==> src/rtl/imem_loader.sv <==
// imem_loader: streams a length-prefixed little-endian program into IMem.
// Clears IMem to NOP first and holds the CPU in reset until the load is done.
`timescale 1ns/1ps

module imem_loader #(
    parameter int          DEPTH  = 256,
    parameter int          ADDR_W = 8,
    parameter logic [31:0] NOP    = 32'h0000_0013
) (
    input  logic              clock,
    input  logic              reset,
    input  logic              start,
    input  logic              in_valid,
    input  logic [7:0]        in_data,
    output logic              in_ready,
    output logic              imem_we,
    output logic [ADDR_W-1:0] imem_addr,
    output logic [31:0]       imem_wdata,
    output logic              cpu_reset,
    output logic              busy,
    output logic              done,
    output logic              err,
    output logic [15:0]       words_loaded
);

    typedef enum logic [2:0] {
        IDLE,
        CLEAR,
        HDR0,
        HDR1,
        DATA,
        DONE,
        ERR
    } state_t;

    localparam logic [16:0]       DEPTH_W  = 17'(DEPTH);
    localparam logic [ADDR_W-1:0] LAST_ADR = ADDR_W'(DEPTH - 1);

    state_t      st;
    logic [15:0] n_words;
    logic [1:0]  byte_cnt;
    logic [31:0] shift;

    logic        accept;
    logic [15:0] hdr_n;
    logic [15:0] wl_next;

    assign accept  = in_valid && in_ready;
    assign hdr_n   = {in_data, n_words[7:0]};
    assign wl_next = words_loaded + 16'd1;

    always_ff @(posedge clock or posedge reset) begin
        if (reset) begin
            st           <= IDLE;
            n_words      <= '0;
            byte_cnt     <= '0;
            shift        <= '0;
            in_ready     <= 1'b0;
            imem_we      <= 1'b0;
            imem_addr    <= '0;
            imem_wdata   <= '0;
            cpu_reset    <= 1'b1;
            busy         <= 1'b0;
            done         <= 1'b0;
            err          <= 1'b0;
            words_loaded <= '0;
        end else begin
            unique case (st)
                IDLE, DONE, ERR: begin
                    if (start) begin
                        st           <= CLEAR;
                        imem_we      <= 1'b1;
                        imem_addr    <= '0;
                        imem_wdata   <= NOP;
                        words_loaded <= '0;
                        byte_cnt     <= '0;
                        cpu_reset    <= 1'b1;
                        busy         <= 1'b1;
                        done         <= 1'b0;
                        err          <= 1'b0;
                    end
                end
                CLEAR: begin
                    if (imem_addr == LAST_ADR) begin
                        st       <= HDR0;
                        imem_we  <= 1'b0;
                        in_ready <= 1'b1;
                    end else begin
                        imem_addr <= imem_addr + 1'b1;
                    end
                end
                HDR0: begin
                    if (accept) begin
                        n_words[7:0] <= in_data;
                        st           <= HDR1;
                    end
                end
                HDR1: begin
                    if (accept) begin
                        n_words <= hdr_n;
                        if (hdr_n == 16'd0) begin
                            st        <= DONE;
                            in_ready  <= 1'b0;
                            busy      <= 1'b0;
                            done      <= 1'b1;
                            cpu_reset <= 1'b0;
                        end else if ({1'b0, hdr_n} > DEPTH_W) begin
                            st       <= ERR;
                            in_ready <= 1'b0;
                            busy     <= 1'b0;
                            err      <= 1'b1;
                        end else begin
                            st <= DATA;
                        end
                    end
                end
                DATA: begin
                    // a write cycle stalls the stream for one cycle
                    if (imem_we) begin
                        imem_we      <= 1'b0;
                        words_loaded <= wl_next;
                        if (wl_next == n_words) begin
                            st        <= DONE;
                            busy      <= 1'b0;
                            done      <= 1'b1;
                            cpu_reset <= 1'b0;
                        end else begin
                            in_ready <= 1'b1;
                        end
                    end else if (accept) begin
                        byte_cnt <= byte_cnt + 2'd1;
                        shift[{byte_cnt, 3'b000} +: 8] <= in_data;
                        if (byte_cnt == 2'd3) begin
                            imem_we    <= 1'b1;
                            imem_addr  <= words_loaded[ADDR_W-1:0];
                            imem_wdata <= {in_data, shift[23:0]};
                            in_ready   <= 1'b0;
                        end
                    end
                end
                default: st <= IDLE;
            endcase
        end
    end

endmodule

==> config.mk <==
export PLATFORM = sky130hd
export DESIGN_NAME = imem_loader
export DESIGN_NICKNAME = d
export VERILOG_FILES = /design/src/rtl/imem_loader.sv
export SDC_FILE = /design/constraint.sdc
export NUM_CORES = 1
export LEC_CHECK = 0
export ABC_AREA = 0
export CAP_MARGIN = 20
export CORE_MARGIN = 10
export CORE_UTILIZATION = 30
export CTS_CLUSTER_SIZE = 25
export DETAILED_ROUTE_END_ITERATION = 10
export DONT_BUFFER_PORTS = 1
export GPL_TIMING_DRIVEN = 0
export PLACE_DENSITY = 0.53
export SLEW_MARGIN = 20
export SYNTH_ARGS = -nofsm -noshare
export SYNTH_HDL_FRONTEND = slang
export SYNTH_SLANG_ARGS = --single-unit
export TNS_END_PERCENT = 1
==> constraint.sdc <==
create_clock -name clock -period 6.7 [get_ports clock]
set_input_delay 0.335 -clock clock [delete_from_list [all_inputs] [get_ports clock]]
set_output_delay 0.335 -clock clock [all_outputs]
set_load 0.03 [all_outputs]
==> impl_metrics.env <==
export IMPL_io_pins=74
export IMPL_post_place_ws_ns=3.65
export IMPL_drc_errors=0
export IMPL_slew_viol_final=0
export IMPL_synth_simple_area_share_pct=20.3
export IMPL_synth_fp_nets=629
export IMPL_postRouteAntennaNets=0
export IMPL_setup_viol=0
export IMPL_cp_max_fo=9
export IMPL_finalCritPeriodShare_pct=46.3
export IMPL_utilization_pct=34.0
export IMPL_clk_pin_slew_ns=0.08
export IMPL_cts_sinks=107
export IMPL_root_buffer="clkbuf_16"
export IMPL_hp_class="primary input to flip-flop"
export IMPL_cp_required_ns=6.94
export IMPL_grtUsageTotal_pct=12.6
export IMPL_die_x_um=155
export IMPL_synth_flop_cell="dfrtp_1"
export IMPL_drt_wl_total_mm=15.5
export IMPL_drv_cap=0
export IMPL_tightest_slew_ns=0.939
export IMPL_fin_ws_ns=3.60
export IMPL_gp_congestion=0.843
export IMPL_drt_iter0_drc=299
export IMPL_leakage_nw=2.49
export IMPL_core_area_mm2=0.0179
export IMPL_htreeDepth=3
export IMPL_synthDistinctLibCells=53
export IMPL_powerDensity_mw_per_mm2=332
export IMPL_seqCellArea_mm2=0.00268
export IMPL_synth_edff_count=0
export IMPL_ir_drop_uv=158
export IMPL_crit_path_end_kind="flip-flop"
export IMPL_grt_pass1_wl_mm=24.5
export IMPL_total_power_w=0.00202
export IMPL_via_per_inst=5.25
export IMPL_die_y_um=155
export IMPL_setup_tns_ns=0
export IMPL_worstPathArrival_ns=3.34
export IMPL_synth_xor_area_share_pct=4.03
export IMPL_start_util_pct=30.3
export IMPL_cts_buffers=9
export IMPL_area_growth_pct=12.0
export IMPL_synth_adder_area_share_pct=1.61
export IMPL_synth_area_per_cell_um2=8.90
export IMPL_run_status="finished, final reports clean"
export IMPL_antennaDiodeCount=0
export IMPL_dieArea_mm2=0.0239
export IMPL_synth_mux_area_share_pct=3.32
export IMPL_slew_headroom_pct=37.3
export IMPL_rsz0062_at_grt="no"
export IMPL_nets=642
export IMPL_firstDrtPassIters=5
export IMPL_finClkSkew_ns=0.00844
export IMPL_synth_compound_area_share_pct=18.0
export IMPL_fillCellCount=1870
export IMPL_num_vias=4496
export IMPL_synthesis_area_mm2=0.00543
export IMPL_synth_top_family_by_area="simple AND/OR/NAND/NOR gates"
export IMPL_grt_max_degree=84
export IMPL_hold_viol=0
export IMPL_worst_skew_pair_late_latency_ns=0.34
export IMPL_fmax_ghz=0.322
export IMPL_drive_above_1_share_pct=7.96
export IMPL_synthCells=610
export IMPL_antenna_found_initial=0
export IMPL_grt_pass1_vias=4274
export IMPL_portBuffers=0
export IMPL_timing_hold_ws_ns=0.112
export IMPL_start_kind="flip-flop"
export IMPL_synthArstFlopShare_pct=100
export IMPL_rows=49
export IMPL_crit_type="flip-flop to flip-flop"
export IMPL_wl_per_cell_um=18.1
export IMPL_cts_tree="built"
export IMPL_cts_buffer_depth=2
export IMPL_period_minus_slack_ns=3.10
export IMPL_synth_warnings=0
export IMPL_gr_total_overflow=0
export IMPL_ys_ff_latch=107
export IMPL_dp_final_hpwl_mm=11.3
export IMPL_ys_seq_area_share_pct=49.3
export IMPL_multi_input_area_mm2=0.00257
[stage by stage]
| step | instances | area, um^2 |
|---|---|---|
| 6_report | 857 | 6080 |
| 3_5_place_dp | 840 | 5750 |
| 5_1_grt | 857 | 6080 |
| 3_3_place_gp | 839 | 5720 |
| 4_1_cts | 857 | 6080 |
| 2_1_floorplan | 610 | 5430 |
[final timing paths]
| check | end | startpoint | cells past startpoint | slack [ns] |
|---|---|---|---|---|
| max in group asynchronous | cpu_reset | reset | 3 | 5.56 |
| worst max register to register | busy | words_loaded[1] | 7 | 3.60 |
| worst min register to register | shift[15] | shift[15] | 2 | 0.49 |
| worst min-delay path | imem_wdata[29] | in_data[5] | 2 | 0.11 |
| min in group asynchronous | words_loaded[8] | reset | 2 | 0.43 |
| worst max-delay path | busy | words_loaded[1] | 7 | 3.60 |
[per-layer routing]
metal  wire length [um]  track usage (%)  share of wire [%]
met3               1180             3.74                7.6
met4                191             3.28                1.2
met1               6880             16.2                 44
met5                  0                0                  0
met2               7260             20.3                 47
[synth_stat cells (9+ instances only)]
cell / count / area (um^2)
a21oi_1: 17 / 85.1
clkbuf_1: 33 / 124
mux2_2: 16 / 180
o21ai_1: 23 / 115
dfrtp_1: 106 / 2650
a31oi_1: 9 / 56.3
nand2_1: 140 / 526
nand4_1: 9 / 56.3
nor2_1: 33 / 124
xnor2_1: 19 / 166
o21ai_0: 82 / 410
[power breakdown]
part / internal, W / total [W] / switching, W
registers: 0.000741 / 0.000948 / 0.000206
clock network: 0.000308 / 0.000561 / 0.000253
logic: 0.000214 / 0.000512 / 0.000298
total: 0.00126 / 0.00202 / 0.000757
[cell families (layout without fill, tap and decap cells)]
kind of cell | count (synthesis) | after routing
muxes | 16 | 16
adders and majority gates | 7 | 7
buffers and inverters | 47 | 65
and+or+nand+nor | 239 | 239
DFF | 107 | 107
xor gates and xnor gates | 25 | 25
AOI/OAI and AO/OA | 169 | 169
[registers in the layout (all words and copies together), names as in the netlist]
name          flops
imem_we           1
shift            24
err               1
st                3
in_ready          1
cpu_reset         1
done              1
byte_cnt          2
imem_addr         8
imem_wdata       32
n_words          16
words_loaded     16
busy              1
[layout by cell type, fill, tap and decap left out, drive strengths merged, types with 10 or more instances in the layout]
cell type,synthesis,layout
inv,8,10
o21ai,105,105
dfrtp,106,106
nor2,33,33
clkbuf,33,43
mux2,16,16
nand2,140,140
a21oi,18,18
xnor2,19,19
[timing repair]
item	in CTS	in global routing
hold buffers	1	0
resized for setup	0	0
buffers inserted	0	0
endpoints found under the hold margin	24	0
[worst max-delay path, stage by stage (launching register included)]
cell,delay (ns)
dfrtp_1,0.70
ha_1,0.36
nand3_1,0.22
o31ai_1,0.33
o2111ai_1,0.14
a2111oi_0,0.47
nand4_1,0.42
a31o_1,0.35
[layout make-up]
type,instances,share of cell area [%]
multi-input combinational,456,42.2
sequential,107,44.1
tap,229,4.71
inverter,8,0.576
clock buffer,10,3.93
clock inverter,6,1.36
timing repair buffer,2,0.617
buffer,39,2.53
Power figures use the tool's default switching activity.
